==> src/rtl/pixel_fifo.sv <==
// Pixel FIFO: array storage, wrapping pointers, occupancy and push/pop arbitration.
// The head entry is held in a register, so a push is visible only one cycle later.
module pixel_fifo #(
    parameter int DATA_W = 4,
    parameter int DEPTH  = 8
) (
    input  logic                       clk,
    input  logic                       rst,
    input  logic                       push_i,
    input  logic [DATA_W-1:0]          push_data_i,
    input  logic                       pop_ready_i,
    output logic [DATA_W-1:0]          data_o,
    output logic                       valid_o,
    output logic [$clog2(DEPTH):0]     level_o,
    output logic                       drop_o
);
    localparam int PTR_W = $clog2(DEPTH);
    localparam int LVL_W = PTR_W + 1;

    logic [DATA_W-1:0] mem [DEPTH];
    logic [PTR_W-1:0]  wr_ptr_q, wr_ptr_d;
    logic [PTR_W-1:0]  rd_ptr_q, rd_ptr_d;
    logic [LVL_W-1:0]  level_q, level_d;
    logic [DATA_W-1:0] head_q, head_d;
    logic              full, empty, pop, accept;

    assign full    = (level_q == LVL_W'(DEPTH));
    assign empty   = (level_q == '0);
    assign pop     = !empty && pop_ready_i;
    // A push into a full FIFO still fits when the head leaves on the same edge.
    assign accept  = push_i && (!full || pop);
    assign drop_o  = push_i && full && !pop;
    assign data_o  = head_q;
    assign valid_o = !empty;
    assign level_o = level_q;

    always_comb begin
        wr_ptr_d = accept ? wr_ptr_q + PTR_W'(1) : wr_ptr_q;
        rd_ptr_d = pop    ? rd_ptr_q + PTR_W'(1) : rd_ptr_q;
        level_d  = level_q + LVL_W'(accept) - LVL_W'(pop);
        head_d   = '0;
        if (level_d != '0) begin
            // The entry being written this edge becomes head when it is the only one left.
            if (accept && (rd_ptr_d == wr_ptr_q)) begin
                head_d = push_data_i;
            end else begin
                head_d = mem[rd_ptr_d];
            end
        end
    end

    always_ff @(posedge clk) begin
        if (accept && !rst) begin
            mem[wr_ptr_q] <= push_data_i;
        end
    end

    always_ff @(posedge clk) begin
        if (rst) begin
            wr_ptr_q <= '0;
            rd_ptr_q <= '0;
            level_q  <= '0;
            head_q   <= '0;
        end else begin
            wr_ptr_q <= wr_ptr_d;
            rd_ptr_q <= rd_ptr_d;
            level_q  <= level_d;
            head_q   <= head_d;
        end
    end
endmodule

==> src/rtl/pixel_collector.sv <==
// Assembles LSB-first serial bits into grayscale pixels and queues them in a FIFO.
// Keeps a sticky overflow flag for completed pixels dropped while the FIFO is full.
module pixel_collector #(
    parameter int PIXEL_BITS = 4,
    parameter int FIFO_DEPTH = 8
) (
    input  logic                          clk,
    input  logic                          rst,
    input  logic                          valid_bit,
    input  logic                          output_bit,
    input  logic                          line_start,
    output logic [PIXEL_BITS-1:0]         pixel_data,
    output logic                          pixel_valid,
    input  logic                          pixel_ready,
    output logic [$clog2(FIFO_DEPTH):0]   level,
    output logic                          overflow,
    input  logic                          clear_overflow
);
    localparam int CNT_W = (PIXEL_BITS > 1) ? $clog2(PIXEL_BITS) : 1;
    localparam logic [CNT_W-1:0] LAST_CNT = CNT_W'(PIXEL_BITS - 1);

    logic [CNT_W-1:0]      bit_cnt_q, bit_cnt_d;
    logic [PIXEL_BITS-1:0] asm_q, asm_d;
    logic [PIXEL_BITS-1:0] merged;
    logic                  overflow_q, overflow_d;
    logic                  push, drop;

    // Assembly register with the incoming bit placed at the current position.
    for (genvar gi = 0; gi < PIXEL_BITS; gi++) begin : g_merge
        assign merged[gi] = (bit_cnt_q == CNT_W'(gi)) ? output_bit : asm_q[gi];
    end

    assign push = valid_bit && !line_start && (bit_cnt_q == LAST_CNT);

    always_comb begin
        bit_cnt_d  = bit_cnt_q;
        asm_d      = asm_q;
        if (line_start) begin
            bit_cnt_d = '0;
            asm_d     = '0;
        end else if (valid_bit) begin
            if (bit_cnt_q == LAST_CNT) begin
                bit_cnt_d = '0;
                asm_d     = '0;
            end else begin
                bit_cnt_d = bit_cnt_q + CNT_W'(1);
                asm_d     = merged;
            end
        end
        // A fresh drop beats a simultaneous clear.
        overflow_d = drop || (overflow_q && !clear_overflow);
    end

    always_ff @(posedge clk) begin
        if (rst) begin
            bit_cnt_q  <= '0;
            asm_q      <= '0;
            overflow_q <= 1'b0;
        end else begin
            bit_cnt_q  <= bit_cnt_d;
            asm_q      <= asm_d;
            overflow_q <= overflow_d;
        end
    end

    assign overflow = overflow_q;

    pixel_fifo #(
        .DATA_W (PIXEL_BITS),
        .DEPTH  (FIFO_DEPTH)
    ) u_fifo (
        .clk         (clk),
        .rst         (rst),
        .push_i      (push),
        .push_data_i (merged),
        .pop_ready_i (pixel_ready),
        .data_o      (pixel_data),
        .valid_o     (pixel_valid),
        .level_o     (level),
        .drop_o      (drop)
    );
endmodule

==> config.mk <==
export PLATFORM = sky130hd
export DESIGN_NAME = pixel_collector
export DESIGN_NICKNAME = d
export VERILOG_FILES = /design/src/rtl/pixel_fifo.sv /design/src/rtl/pixel_collector.sv
export SDC_FILE = /design/constraint.sdc
export NUM_CORES = 1
export LEC_CHECK = 0
export BUFFER_PORTS_ARGS = -buffer_cell sky130_fd_sc_hd__buf_2
export CAP_MARGIN = 20
export CORE_ASPECT_RATIO = 1.2
export CORE_MARGIN = 4
export CORE_UTILIZATION = 35
export DETAILED_ROUTE_END_ITERATION = 12
export PLACE_DENSITY = 0.52
export SYNTH_ARGS = -nofsm -noshare
export SYNTH_HDL_FRONTEND = slang
export SYNTH_SLANG_ARGS = --single-unit
==> constraint.sdc <==
create_clock -name clk -period 3.2 [get_ports clk]
set_clock_uncertainty 0.15 [all_clocks]
set_input_delay 0.32 -clock clk [delete_from_list [all_inputs] [get_ports clk]]
set_output_delay 0.32 -clock clk [all_outputs]
set_load 0.02 [all_outputs]
# Word level (Yosys, flattened, before mapping)
# Memory sizes are Yosys's and may differ from the RTL's. A register that Yosys moved wholly into a read port is not among the register bits.
# Cells that the tools add are included.
[word_totals]
regBits = 17
ramBits = 32
input_bits = 7
out_inout_bits = 10
elab_cells = 47
memories = 1
[classes]
addsub = 5
eq_ne = 4
mux = 9
bitwise_logic = 1
reduce_logical = 21
[memory_table]
columns = ["memory", "depth", "word_bits", "read_ports", "rd_clocked_by_memory_dff", "write_ports", "line", "source"]
rows = [
  ["u_fifo.mem", 8, 4, 1, 1, 1, "pixel_fifo.sv:20", "logic [DATA_W-1:0] mem [DEPTH];"],
]
[op_table]
columns = ["op", "count"]
rows = [
  ["logical AND 1 bit", 8],
  ["adder 3 x 1 -> 3 bit (second input constant)", 2],
  ["zero test 1 bit", 6],
  ["two-way mux 1 bit", 6],
  ["adder 4 x 1 -> 4 bit", 1],
  ["equality test 2 bit (second input constant)", 2],
  ["equality test 4 bit (second input constant)", 1],
  ["zero test 4 bit", 1],
  ["two-way mux 4 bit", 1],
  ["nonzero test 4 bit", 1],
  ["OR reduction 2 bit", 2],
  ["subtractor 4 x 1 -> 4 bit", 1],
  ["two-way mux 3 bit", 1],
  ["adder 2 x 1 -> 2 bit (second input constant)", 1],
  ["equality test 2 x 1 -> 1 bit (second input constant)", 1],
  ["zero test 2 bit", 1],
  ["logical OR 1 bit", 2],
  ["two-way mux 2 bit", 1],
  ["NOT 1 bit", 1],
]

# Logic depth before layout (Yosys ltp)
# Gate-level depths: netlist of run 1.
[depth]
ltp_word = 10
mapped_depth = 14
depth_no_buf = 14

# By module
# From an unflattened synthesis of run 1, not the netlist that was laid out.
[unflattened]
cells_unflattened = 228
area_unflattened_um2 = 2772.7
[by_module_without_submodules]
columns = ["mod", "instances", "cells_per_inst", "area_each_um2", "seq_area_each_um2"]
rows = [
  ["pixel_fifo", 1, 187, 2391.0, 1241.2],
  ["pixel_collector", 1, 41, 381.6, 140.1],
]

# Worst setup path after synthesis of run 1
# No wires, ideal clock.
[synth_path]
kind = "flip-flop to flip-flop"
from = "reg u_fifo.level_q[2], in the netlist u_fifo.level_o[2]"
to = "reg u_fifo.head_q[0], in the netlist u_fifo.data_o[0], read port of u_fifo.mem"
setup_ns = 0.148
arrival_time_ns = 2.833
required_time_ns = 2.902
setup_slack_ns = 0.070
path_stages_with_launch = 15
path_buffers = 0
period_less_slack_ns = 3.130
path_cell_list = "dfxtp_1 inv_1 ha_1 nor3b_2 inv_2 and2_4 ha_1 inv_1 ha_1 inv_1 fa_1 xor2_1 nor2_1 nor4_1 a211oi_2"
[synth_between]
elab_chain_len = 10
elab_cells_between_ends = 13
cone_classes = "add/sub: 2; eq/ne: 1; mux: 1; bitwise: 1; reduce/logical: 8"
[synth_rtl]
columns = ["item", "line", "source"]
rows = [
  ["from (decl)", "pixel_fifo.sv:23", "logic [LVL_W-1:0] level_q, level_d;"],
  ["from (signal assigned)", "pixel_fifo.sv:67", "level_q <= level_d;"],
  ["zero test 4 bit (*)", "pixel_fifo.sv:28", "assign empty = (level_q == '0);"],
  ["zero test 1 bit (*)", "n/a", ""],
  ["via pixel_valid", "pixel_collector.sv:13", "output logic pixel_valid,"],
  ["logical AND 1 bit (*)", "pixel_fifo.sv:29", "assign pop = !empty && pop_ready_i;"],
  ["logical OR 1 bit", "pixel_fifo.sv:31", "assign accept = push_i && (!full || pop);"],
  ["logical AND 1 bit", "pixel_fifo.sv:31", ""],
  ["adder 4 x 1 -> 4 bit", "pixel_fifo.sv:40", "level_d = level_q + LVL_W'(accept) - LVL_W'(pop);"],
  ["subtractor 4 x 1 -> 4 bit", "pixel_fifo.sv:40", ""],
  ["nonzero test 4 bit", "pixel_fifo.sv:42", "if (level_d != '0) begin"],
  ["NOT 1 bit (no line)", "n/a", ""],
  ["OR reduction 2 bit (no line)", "n/a", ""],
  ["to (decl)", "pixel_fifo.sv:24", "logic [DATA_W-1:0] head_q, head_d;"],
]
# The timed path passes the listed nets; every way through them passes the cells marked *.
# A chain may end at the register's enable or synchronous reset.

# Final worst setup path of run 1
[layout_path]
from = "reg u_fifo.level_q[2], in the netlist u_fifo.level_o[2]"
to = "reg u_fifo.head_q[0], in the netlist u_fifo.data_o[0], read port of u_fifo.mem"
[layout_between]
elab_chain_len = 10
elab_cells_between_ends = 13
cone_classes = "add/sub: 2; eq/ne: 1; mux: 1; bitwise: 1; reduce/logical: 8"
[layout_rtl]
columns = ["item", "line"]
rows = [
  ["zero test 4 bit", "pixel_fifo.sv:28"],
  ["zero test 1 bit", "pixel_fifo.sv:29"],
  ["logical AND 1 bit", "pixel_fifo.sv:29"],
  ["logical OR 1 bit", "pixel_fifo.sv:31"],
  ["logical AND 1 bit", "pixel_fifo.sv:31"],
  ["adder 4 x 1 -> 4 bit", "pixel_fifo.sv:40"],
  ["subtractor 4 x 1 -> 4 bit", "pixel_fifo.sv:40"],
  ["nonzero test 4 bit", "pixel_fifo.sv:42"],
  ["NOT 1 bit (no line)", "n/a"],
  ["OR reduction 2 bit (no line)", "n/a"],
]
# Parallel ways exist; a longest one is shown, timed or not.

==> flow_results.org, run 1 <==
** Timing
- The number of hold violations in the final report was 0.
- Setup repair after global routing left no endpoint under its margin.
- Once routing completed, OpenROAD measured the worst setup slack at 0.255 ns.
- After routing, the total negative slack on setup checks comes to 0 ns.
- Period minus WS final :: 2.94 ns
- The final number of max-transition violations came to 0.
- Setup-failing EPs final :: 0
- Of the available clock period, the critical path in the final layout requires 92.0%.
- Based on the critical path, the design can be clocked at up to 0.340 GHz.
- At the pin with the least slew margin, the transition time is 0.659 ns.
- Worst rel slew slack :: 55.7%

** Detailed routing
- In this run the remaining antenna-violating nets after routing total 0.
- Across all layers, the routed design uses 1382 vias.
- Using the TritonRoute via totals, the vias-per-cell ratio works out to 4.70.
- Number of optimization iterations in the first detailed-route pass :: 4
- Dividing the detail-routed wire length by the instance count gives 14.7 microns.
- In this run, the number of DRC markers left after iteration 0 of detailed routing was 61.
- Post-detailed-route DRC marker count :: 0
- Wires add up to 4.33 mm.

** Worst setup path
- Critical-path maximum fanout :: 4
- Counting stages on the worst path, the most repeated cell is sky130_fd_sc_hd__ha_1.
- Startpoint-to-endpoint class of the critical path :: reg -> reg
- The slowest stage of the critical path is the sky130_fd_sc_hd__dfxtp_1 cell.
- For the worst setup path, the data arrival time is 2.98 ns.
- Series of cell instances along the critical path :: inv_1 > ha_1 > nor3b_4 > inv_2 > and2_4 > ha_1 > inv_1 > ha_1 > a21o_1 > a21oi_1 > xnor2_1 > nor2_1 > nor4_2 > buf_4 > a211oi_2
- Critical Path End Type :: flip-flop
- Startpoint types :: flip-flop
- CP peak stage delay :: 0.32 ns
- STA puts the critical path data required time at 3.23 ns.

** Yosys
- Top cell types by occurrence after synthesis :: sky130_fd_sc_hd__edfxtp_1 (32), sky130_fd_sc_hd__dfxtp_1 (21), sky130_fd_sc_hd__nor2_1 (17)
- Of all flip-flops after synthesis, the portion carrying an async set or reset was 0%.
- Proportion of netlist area held by the largest area contributor :: 39.0%
- Sequential area share after synthesis :: 56.1%
- After synthesis, the netlist uses 43 different library cells.
- For this run, the number of Yosys warnings is 0.
- FF+latch count, synth :: 53
- The biggest area contributor in the post-synthesis netlist is sky130_fd_sc_hd__edfxtp_1.
- After synthesis, the mean cell area works out to 13.5 sq um.
- In the synthesized netlist, the number of instances is 182.
- When the netlist entered floorplanning its net count stood at 202.
- In the synthesized netlist the dominant register cell turns out to be sky130_fd_sc_hd__edfxtp_1.
- Mapped Area :: 2460 sq um
- The most common cell in the synthesized netlist is sky130_fd_sc_hd__edfxtp_1.
- The synthesized design contains 32 enable-type register cells.
- In the post-synthesis netlist, the biggest area contributors are sky130_fd_sc_hd__edfxtp_1 (39%), sky130_fd_sc_hd__dfxtp_1 (17%), sky130_fd_sc_hd__mux4_2 (7.3%), sky130_fd_sc_hd__ha_1 (6.1%), sky130_fd_sc_hd__mux2i_1 (2.8%).

** Clocking
- The clock net in this run drives a total of 53 sinks.
- The root buffer cell chosen for the clock tree is sky130_fd_sc_hd__clkbuf_8.
- The clock reaches the later pin of the worst-skew pair after 0.30 ns.
- TritonCTS built the clock tree.
- In this run the deepest clock path goes through 2 buffers.
- After clock tree synthesis, the clock-pin slew on the worst setup and hold paths is 0.09 ns.
- Buffers inserted during clock tree synthesis total 5.
- Max H-tree Level :: 2
- For this design, the CTS-stage hold fixing added 0 buffers.

** Power and ir drop
- Leakage :: 0.00101 uW
- Total power divided by cell area :: 718 nW/um^2
- Total design power :: 1990 uW
- VDD sags by at most 0.275 mV.

** Floorplan
- The core region is 6850 sq um.
- Placement Rows :: 33
- The die covers 8440 sq um.
- Once the floorplan was initialized, standard cells occupied 35.9% of the core.
- From left edge to right edge, the die measures 84.6 microns.
- Number of placed I/O pins :: 17
- Chip height :: 99.9 microns

** Run
- Max-cap violations in this run came to 0.

** Hold path
- Hold crit path type :: in -> reg

** Finish
- The post-route netlist has 27.5% of its cells at a drive strength greater than 1.
- Net count, final :: 226
- The area growth from synthesis to layout is 12.7%.
- Final cell count without fillers :: 294
- The repair_antennas step left the layout with diodes totalling 0.

** Placement
- Routability-driven placement finished with a final weighted congestion of 0.728.
- Number of I/O port buffers :: 16
- # placed instances :: 286
- Before CTS, the worst setup slack after placement is 0.0978 ns.
- Detailed placer's ending HPWL :: 3.31 mm

** Global route
- The total overflow left after global routing is 0.
- Total track usage :: 11.5%
- The first global-routing pass estimated 7.51 mm of wire.
- Via count of the first global-routing pass :: 1446
- Entering global routing, the biggest net connects 17 pins.
- The initial antenna violation count is 0.

** Status
- The flow ran to the end, and the final reports show no timing, DRC or antenna violations.
-- logic make-up (layout without fill, tap and decap cells) --
group                    after synthesis  after routing  synth area share [%]
XOR/XNOR                               6              6                  3.20
adder cells (fa/ha/maj)               13             13                  6.91
AO/OA/AOI/OAI                         14             14                  3.76
multiplexers                          20             20                  12.9
buffers and inverters                 19             44                  3.30
AND/OR/NAND/NOR                       57             57                  13.8
flip-flops                            53             53                  56.1
-- cells in the final DEF, fill, tap and decap left out, types with 2 or more instances in the layout --
master,synthesis,final
sky130_fd_sc_hd__nand2b_1,2,2
sky130_fd_sc_hd__buf_2,1,16
sky130_fd_sc_hd__a21oi_1,7,7
sky130_fd_sc_hd__nor3_1,3,3
sky130_fd_sc_hd__inv_1,10,10
sky130_fd_sc_hd__dfxtp_1,21,21
sky130_fd_sc_hd__xor2_1,2,2
sky130_fd_sc_hd__nor3b_1,2,2
sky130_fd_sc_hd__clkbuf_8,0,5
sky130_fd_sc_hd__ha_1,12,12
sky130_fd_sc_hd__nor4_1,6,5
sky130_fd_sc_hd__nor2b_1,8,8
sky130_fd_sc_hd__a211oi_1,3,3
sky130_fd_sc_hd__mux2_2,4,4
sky130_fd_sc_hd__mux2i_1,7,7
sky130_fd_sc_hd__edfxtp_1,32,32
sky130_fd_sc_hd__nand3_1,2,2
sky130_fd_sc_hd__nor4b_1,2,2
sky130_fd_sc_hd__buf_4,0,9
sky130_fd_sc_hd__nor2_1,17,17
sky130_fd_sc_hd__mux4_2,8,8
sky130_fd_sc_hd__xnor2_1,2,2
sky130_fd_sc_hd__nand2_1,5,5
-- worst paths after layout --
path / start / to / slack [ns] / cells after the start
setup reg to reg: u_fifo.level_o[2] / u_fifo.data_o[0] / 0.26 / 15
setup / recovery: u_fifo.level_o[2] / u_fifo.data_o[0] / 0.26 / 15
hold / removal: clear_overflow / overflow / 0.17 / 4
hold reg to reg: asm_q[3] / asm_q[3] / 0.29 / 2
-- per-stage QoR --
| step | area [sq um] | util (%) | hold slack, ns |
|---|---|---|---|
| 2_1_floorplan | 2460 | - | 0.248 |
| 4_1_cts | 2760 | 40.3 | 0.157 |
| 3_3_place_gp | 2680 | 39.1 | 0.277 |
| 3_5_place_dp | 2680 | 39.1 | 0.273 |
| 6_report | 2770 | 40.5 | 0.165 |
| 5_1_grt | 2770 | 40.5 | 0.188 |
-- cell type report --
type / instances / area (sq um)
multi-input combinational: 110 / 1010
sequential: 53 / 1380
timing repair buffer: 25 / 148
inverter: 11 / 41.3
clock inverter: 2 / 11.3
clock buffer: 6 / 72.6
tap: 87 / 109
fill: 667 / 4080
-- sequential cells by signal (all words and copies together) (netlist names) --
name	count
u_fifo.level_o	4
bit_cnt_q	2
u_fifo.mem	32
u_fifo.rd_ptr_q	3
asm_q	4
overflow	1
u_fifo.data_o	4
u_fifo.wr_ptr_q	3
-- metal layers --
metal / GRT usage (%) / part of all wire, % / up-vias
met2: 20.1 / 52 / 12
met1: 14.0 / 44 / 657
met4: 3.29 / 1.4 / 0
met3: 3.04 / 2.6 / 5
li1: - / - / 708
met5: 0 / 0 / -
-- timing repair --
action	in CTS	in global routing
setup endpoints to repair	0	4
setup buffers	0	0
resized for setup	0	2
endpoints found under the hold margin	0	0
-- power by group --
group	leakage, uW	switching [uW]	internal [uW]
clock network	0.0000388	208	152
registers	0.000445	36.1	781
logic	0.000522	431	386
-- critical path, delay by kind of cell, from the launching register on --
family	cells	cell delay, ns
compound gates	3	0.40
fa+ha+maj	3	0.63
simple gates	4	0.79
flops	1	0.32
buf+inv	4	0.40
xor+xnor	1	0.14
No activity file was read; power rests on OpenSTA's default activity.
==> inputs of run 2 (changes only) <==
SETUP_SLACK_MARGIN = 0.3   (was default)
==> flow_results.org, run 2 (synthesis gave the netlist of run 1 again) <==
** Detailed routing
- The iteration count of the initial detailed-routing pass is 3 (-1).
- Number of vias per cell after detailed routing :: 4.85 (+3.1%)
- The detailed-route wire length per cell is 15.5 microns (+5.2%).
- Post-detailed-route DRC marker count :: 0 (unchanged)
- The routed via count is 1444 (+4.5%).
- Uppermost routed layer :: met4
- The length of routed wiring on met1 came to 1.99 mm (+5.3%).
- The total wire length is 4.61 mm (+6.6%).
- Met3 Routed Length :: 125 microns (+13%)
- DR iter-0 viols :: 44 (-28%)
- The antenna violation net count after detailed routing is 0 (unchanged).
- The sum of met2 wire segment lengths after detailed routing came to 2.43 mm (+7.4%).

** Worst setup path
- The number of cells on the critical path came to 14 (-1).
- The combined buffer and inverter count along the critical path was 5 (+1).
- The critical path is of the reg -> reg type.
- Worst EP required :: 3.24 ns (about the same)
- Among cell families on the critical path, the largest total delay comes from adder cells.
- The largest fanout on the critical path was 4 (unchanged).
- CP endpoint :: u_fifo.data_o[0]
- Most numerous cell on the critical path :: sky130_fd_sc_hd__inv_2
- The slowest stage of the critical path belongs to the cell sky130_fd_sc_hd__fa_2.
- In this run the critical register-to-register path is launched from u_fifo.level_o[2].
- The signal on the critical path passes through inv_2 > ha_4 > nor3b_4 > inv_2 > and2_4 > ha_4 > inv_2 > ha_4 > inv_2 > fa_2 > nor2_2 > nor4_2 > buf_4 > a211oi_2.
- Depth of the most critical reg-to-reg path :: 14 (-1)
- Worst Setup SP :: u_fifo.level_o[2]
- The arrival time reported for the critical path endpoint was 2.84 ns (-0.14 ns).
- Endpoint of the most critical register-to-register path :: u_fifo.data_o[0]
- Startpoint types :: flip-flop
- Register-to-register setup slack :: 0.40 ns (+0.14 ns)
- The worst setup path is captured at a flip-flop.
- CP peak stage delay :: 0.54 ns (+0.22 ns)

** Clocking
- The hold buffer count at cts came to 0 (unchanged).
- Clock-pin slew of the registers on the worst-case setup and hold paths :: 0.10 ns (about the same)
- The number of clock sinks seen by CTS is 53 (unchanged).
- Latest clock arrival within the worst-skew pair :: 0.30 ns (about the same)
- The tree is rooted in a sky130_fd_sc_hd__clkbuf_8.
- CTS tree :: built
- The maximum number of buffers from clock root to sink was 2 (unchanged).
- Number of CTS-inserted buffers :: 5 (unchanged)
- The number of H-tree branching levels is 2 (unchanged).

** Timing
- The final critical-path required period was 2.80 ns (-0.140 ns).
- Setup TNS after final layout :: 0 ns (unchanged)
- The worst-margin pin slew was 0.654 ns (-0.00518 ns).
- The top achievable clock speed is 0.357 GHz (+5.0%).
- The smallest hold slack was 0.168 ns (+0.00266 ns).
- Setup-failing EPs final :: 0 (unchanged)
- Final period util :: 87.6% (-4.4 points)
- RSZ-0062 raised after global routing :: false
- Number of max-slew violations in the final report :: 0 (unchanged)
- The number of hold violations in the final report was 0 (unchanged).
- Worst rel slew slack :: 56.4% (+0.67 points)

** Finish
- Synthesis-to-layout area growth :: 17.5%
- The non-filler instance count after layout came to 298 (+1.4%).
- Post-route cell area :: 2890 sq um (+4.2%)
- Filler cells :: 659 (-1.2%)
- The share of post-route cells with drive strength above 1 came to 36.5% (+9.0 points).
- The flip-flop count of the largest register, all copies and words added came to 32 (unchanged).
- The number of antenna cells inserted is 0 (unchanged).
- The total number of nets in the final design is 230 (+1.8%).
- Most common library cell in the layout ignoring fill and taps :: sky130_fd_sc_hd__edfxtp_1
- Register bank with the most flops :: u_fifo.mem
- In the layout the commonest cells are sky130_fd_sc_hd__edfxtp_1 (32), sky130_fd_sc_hd__dfxtp_1 (18), sky130_fd_sc_hd__nor2_1 (16), sky130_fd_sc_hd__buf_2 (16), sky130_fd_sc_hd__buf_4 (13).

** Placement
- # placed instances :: 285 (-0.35%)
- The number of port buffers is 16 (unchanged).
- Final GP Congestion :: 0.830 (+14%)
- The final HPWL from detailed placement came to 3.28 mm (-0.92%).
- Instance area after placement :: 2680 sq um (about the same)

** Floorplan
- Die Outline Area :: 8440 sq um (unchanged)
- The die width was 84.6 microns (unchanged).
- The height of the die is 99.9 microns (unchanged).
- The core box area is 6850 sq um (unchanged).
- The top-level I/O count is 17 (unchanged).
- The row count is 33 (unchanged).
- Initial Util :: 35.9% (unchanged)

** Global route
- The initial antenna violation count came to 0 (unchanged).
- The overall routing resource usage came to 11.6% (+0.075 points).
- Via count of the first global-routing pass :: 1465 (+1.3%)
- Global route overflow :: 0 (unchanged)
- Maximum number of pins on one net before global-route repair :: 17 (unchanged)
- The global-route wire length before repair came to 7.59 mm (+1.1%).

** Run
- Number of max-cap violations :: 0 (unchanged)

** Status
- Status :: finished clean

** Power and ir drop
- The reported leakage power came to 0.00104 uW (+3.7%).
- The power per unit of standard cell area was 767 nW/um^2 (+6.8%).
- Largest voltage drop on the vdd net :: 0.403 mV (+46%)

** Hold path
- The path class of the tightest hold or removal check is in -> reg.
-- run 2: cell types whose count changed in the layout (fill, tap and decap cells not counted), sizes merged --
cell      before  now
buf           25   29
bufinv         0    1
clkinvlp       1    0
-- run 2: layout make-up --
type | count | area [sq um] | share of cell area, %
multi-input combinational | 110 | 1070 | 36.9
tap | 87 | 109 | 3.76
sequential | 53 | 1390 | 47.9
clock inverter | 2 | 38.8 | 1.34
inverter | 11 | 41.3 | 1.43
clock buffer | 6 | 72.6 | 2.51
timing repair buffer | 29 | 178 | 6.14
-- run 2: stage by stage --
step                util [%]  worst slack, ns  power [uW]
floorplan                  -            0.308        1440
global placement        39.1            0.275        1630
detailed placement      39.1            0.239        1630
CTS                     41.5            0.306        2170
global route            42.2            0.268        2380
finish                  42.2            0.396        2220
-- run 2: worst min path at each step --
stage	startpoint	to	depth (start not counted)
2_1_floorplan	rst	u_fifo.level_o[2]	1
3_3_place_gp	asm_q[3]	asm_q[3]	2
3_5_place_dp	asm_q[3]	asm_q[3]	2
4_1_cts	clear_overflow	overflow	4
5_1_grt	clear_overflow	overflow	4
6_report	clear_overflow	overflow	4
-- run 2: repair_timing --
item	CTS	global route
setup endpoints to repair	4	4
resized for setup	9	7
pin swaps	4	3
setup buffers	3	2
-- run 2: tightest hold or removal path, delay by kind of cell --
family                 cells  cell delay, ns
buffers and inverters      2            0.15
AO/OA/AOI/OAI              1            0.06
AND/OR/NAND/NOR            1            0.07
-- run 2: power breakdown --
part           internal, uW  switching (uW)  leakage, uW  total, uW
Clock                   235             216    0.0000554        451
Sequential              784            47.0     0.000446        831
Combinational           456             480     0.000542        936
Total                  1480             743      0.00104       2220
-- run 2: layer usage --
| layer | up-vias | GRT usage [%] |
|---|---|---|
| met5 | - | 0 |
| met2 | 16 | 19.5 |
| met3 | 6 | 2.79 |
| li1 | 715 | - |
| met4 | 0 | 3.29 |
| met1 | 707 | 15.0 |
==> inputs of run 3 (changes only) <==
clock period = 3.6 ns   (was 3.2 ns; I/O delays follow)
==> flow_results.org, run 3 (synthesis gave the netlist of run 1 again) <==
** Power and ir drop
- The cell-internal power is 1150 uW (-22%).
- Sequential share of power :: 41.6% (+4.1 points)
- The total power consumption of the routed design was 1750 uW (-21%).
- Net switching power of the design :: 603 uW (-19%)
- Switching portion of total power :: 34.4% (+0.91 points)
- Total power divided by cell area :: 638 nW/um^2 (-17%)
- Leakage :: 0.000994 uW (-4.8%)
- The portion of total power attributed to combinational logic was 39.0% (-3.2 points).
- The worst ir drop on vdd is 0.224 mV (-44%).
- Clock power share :: 19.4% (-0.9 points)

** Detailed routing
- DR iter-0 viols :: 77 (+75%)
- Number of optimization iterations in the first detailed-route pass :: 4 (+1)
- Antenna-violating nets left :: 0 (unchanged)
- Post-detailed-route DRC marker count :: 0 (unchanged)
- The detailed-route wire length per cell is 14.7 microns (-5.1%).
- Count of vias placed by the detailed router :: 1390 (-3.7%)
- The via density per instance is 4.79 (-1.1%).
- The total wire length was 4.26 mm (-7.6%).

** Clocking
- The tree is rooted in a sky130_fd_sc_hd__clkbuf_8.
- Number of CTS-inserted buffers :: 5 (unchanged)
- The maximum number of buffers from clock root to sink came to 2 (unchanged).
- Max H-tree Level :: 2 (unchanged)
- Latest clock arrival within the worst-skew pair :: 0.31 ns (about the same)
- CTS tree :: built
- The number of clock sinks seen by CTS was 53 (unchanged).
- The number of setup buffers added after CTS came to 0 (-3).
- The clock-pin slew reported for the worst setup and hold paths after clock tree synthesis came to 0.10 ns (about the same).

** Finish
- The number of fill cells in the layout came to 667 (+1.2%).
- Fraction of the core area covered by cells at the end of the flow :: 40.1% (-2.1 points)
- Leaving out fill and tap cells, the most frequent cell in the layout is sky130_fd_sc_hd__edfxtp_1.
- Total inserted antenna cells :: 0 (unchanged)
- Register bank with the most flops :: u_fifo.mem
- The flip-flop count of the largest register, all copies and words added came to 32 (unchanged).
- The total number of nets in the final design came to 222 (-3.5%).
- Register cell area after layout :: 1380 sq um (-0.27%)
- In the layout the commonest cells are sky130_fd_sc_hd__edfxtp_1 (32), sky130_fd_sc_hd__dfxtp_1 (21), sky130_fd_sc_hd__nor2_1 (17).
- The share of post-route cells with drive strength above 1 was 27.1% (-9.4 points).
- The area of the multi-input gates came to 1000 sq um (-5.9%).
- Synthesis-to-layout area growth :: 11.5%

** Timing
- The final critical-path share of the clock period was 82.8% (-4.9 points).
- Number of max-slew violations in the final report :: 0 (unchanged)
- Worst rel slew slack :: 51.3% (-5.1 points)
- Transition at the pin with the smallest max-transition slack :: 0.729 ns (+0.0754 ns)
- Setup-failing EPs final :: 0 (unchanged)
- Number of endpoints with negative hold slack in the final report :: 0 (unchanged)
- Setup TNS after final layout :: 0 ns (unchanged)
- Setup repair after global routing left no endpoint under its margin.
- The final critical-path required period is 2.98 ns (+0.176 ns).
- F_max :: 0.336 GHz (-5.9%)

** Worst setup path
- The arrival time reported for the critical path endpoint came to 3.03 ns (+0.19 ns).
- Critical Path End Type :: flip-flop
- The worst setup path is launched from a flip-flop.
- The depth of the most critical reg-to-reg path came to 15 (+1).
- The largest fanout on the critical path is 4 (unchanged).
- Worst EP required :: 3.65 ns (+0.41 ns)
- Startpoint-to-endpoint class of the critical path :: reg -> reg

** Global route
- The overflow left after global routing came to 0 (unchanged).
- Maximum number of pins on one net before global-route repair :: 18 (+1)
- The global-route wire length before repair was 7.29 mm (-4.0%).
- The overall routing resource usage was 11.2% (-0.43 points).
- The via count of the first global-routing pass came to 1401 (-4.4%).
- The initial antenna violation count came to 0 (unchanged).

** Hold path
- Hold crit path type :: in -> reg
- Cell depth of the worst hold path :: 4 (unchanged)

** Floorplan
- The top-level I/O count came to 17 (unchanged).
- The overall die area was 8440 sq um (unchanged).
- Core ar. :: 6850 sq um (unchanged)
- The row count came to 33 (unchanged).
- Chip height :: 99.9 microns (unchanged)
- The die width was 84.6 microns (unchanged).
- The initial cell density of the core was 35.9% (unchanged).

** Placement
- Final GP Congestion :: 0.719 (-13%)
- Detailed placer's ending HPWL :: 3.08 mm (-6.0%)
- Number of I/O port buffers :: 16 (unchanged)

** Run
- Number of max-cap violations :: 0 (unchanged)

** Status
- Status :: finished clean
-- run 3: cell types whose count changed in the layout (fill, tap and decap cells not counted), moves of 2 or more --
| cell | before | now |
|---|---|---|
| sky130_fd_sc_hd__ha_4 | 3 | 0 |
| sky130_fd_sc_hd__ha_1 | 9 | 12 |
| sky130_fd_sc_hd__dfxtp_2 | 3 | 0 |
| sky130_fd_sc_hd__dfxtp_1 | 18 | 21 |
| sky130_fd_sc_hd__a211oi_2 | 3 | 1 |
| sky130_fd_sc_hd__buf_4 | 13 | 5 |
| sky130_fd_sc_hd__inv_1 | 6 | 10 |
| sky130_fd_sc_hd__a211oi_1 | 1 | 3 |
| sky130_fd_sc_hd__inv_2 | 5 | 1 |
-- run 3: layout make-up --
type / instances / share of cell area, %
Clock buffer: 5 / 2.51
Clock inverter: 3 / 0.820
Inverter: 11 / 1.50
Multi-Input combinational cell: 110 / 36.6
Sequential cell: 53 / 50.3
Tap cell: 87 / 3.97
Timing Repair Buffer: 21 / 4.28
-- run 3: layer usage --
metal / part of all wire, % / track usage [%] / up-vias
met2: 49 / 18.6 / 19
met4: 1.6 / 4.38 / 0
met3: 3.2 / 2.55 / 7
li1: - / - / 700
met5: 0 / 0 / -
met1: 46 / 14.1 / 664
-- run 3: through the flow --
step           instance area (sq um)  instances  hold slack, ns  worst slack [ns]
2_1_floorplan                   2460        182           0.257             0.470
3_3_place_gp                    2650        282           0.278             0.534
3_5_place_dp                    2650        282           0.275             0.480
4_1_cts                         2740        290           0.177             0.467
5_1_grt                         2750        290           0.202             0.327
6_report                        2750        290           0.198             0.620
-- run 3: power groups by stage --
stage	registers, uW	logic [uW]	clock network, uW
floorplan	790	480	0
global placement	746	691	0
detailed placement	744	687	0
CTS	730	689	359
global route	736	767	378
finish	730	683	340
-- run 3: path summary, 6_finish.rpt --
path | from | to | slack, ns
worst min register to register | asm_q[3] | asm_q[3] | 0.29
worst max register to register | u_fifo.level_o[2] | u_fifo.data_o[3] | 0.62
worst min-delay path | clear_overflow | overflow | 0.20
worst max-delay path | u_fifo.level_o[2] | u_fifo.data_o[3] | 0.62
-- run 3: repair_timing --
action / in CTS / in global routing
setup endpoints to repair: 0 / 4
resized for setup: 0 / 1
hold buffers: 0 / 0
-- run 3: worst max-delay path: stages, from the launching register on --
cell and delay (ns):
sky130_fd_sc_hd__dfxtp_1 0.32, sky130_fd_sc_hd__inv_1 0.10, sky130_fd_sc_hd__ha_1 0.18, sky130_fd_sc_hd__nor3b_2 0.23, sky130_fd_sc_hd__inv_2 0.06, sky130_fd_sc_hd__and2_4 0.18
sky130_fd_sc_hd__ha_1 0.26, sky130_fd_sc_hd__inv_1 0.06, sky130_fd_sc_hd__ha_1 0.15, sky130_fd_sc_hd__inv_1 0.05, sky130_fd_sc_hd__fa_1 0.38, sky130_fd_sc_hd__xor2_1 0.16
sky130_fd_sc_hd__nor2_1 0.07, sky130_fd_sc_hd__nor4_2 0.30, sky130_fd_sc_hd__buf_4 0.18, sky130_fd_sc_hd__a211oi_1 0.04
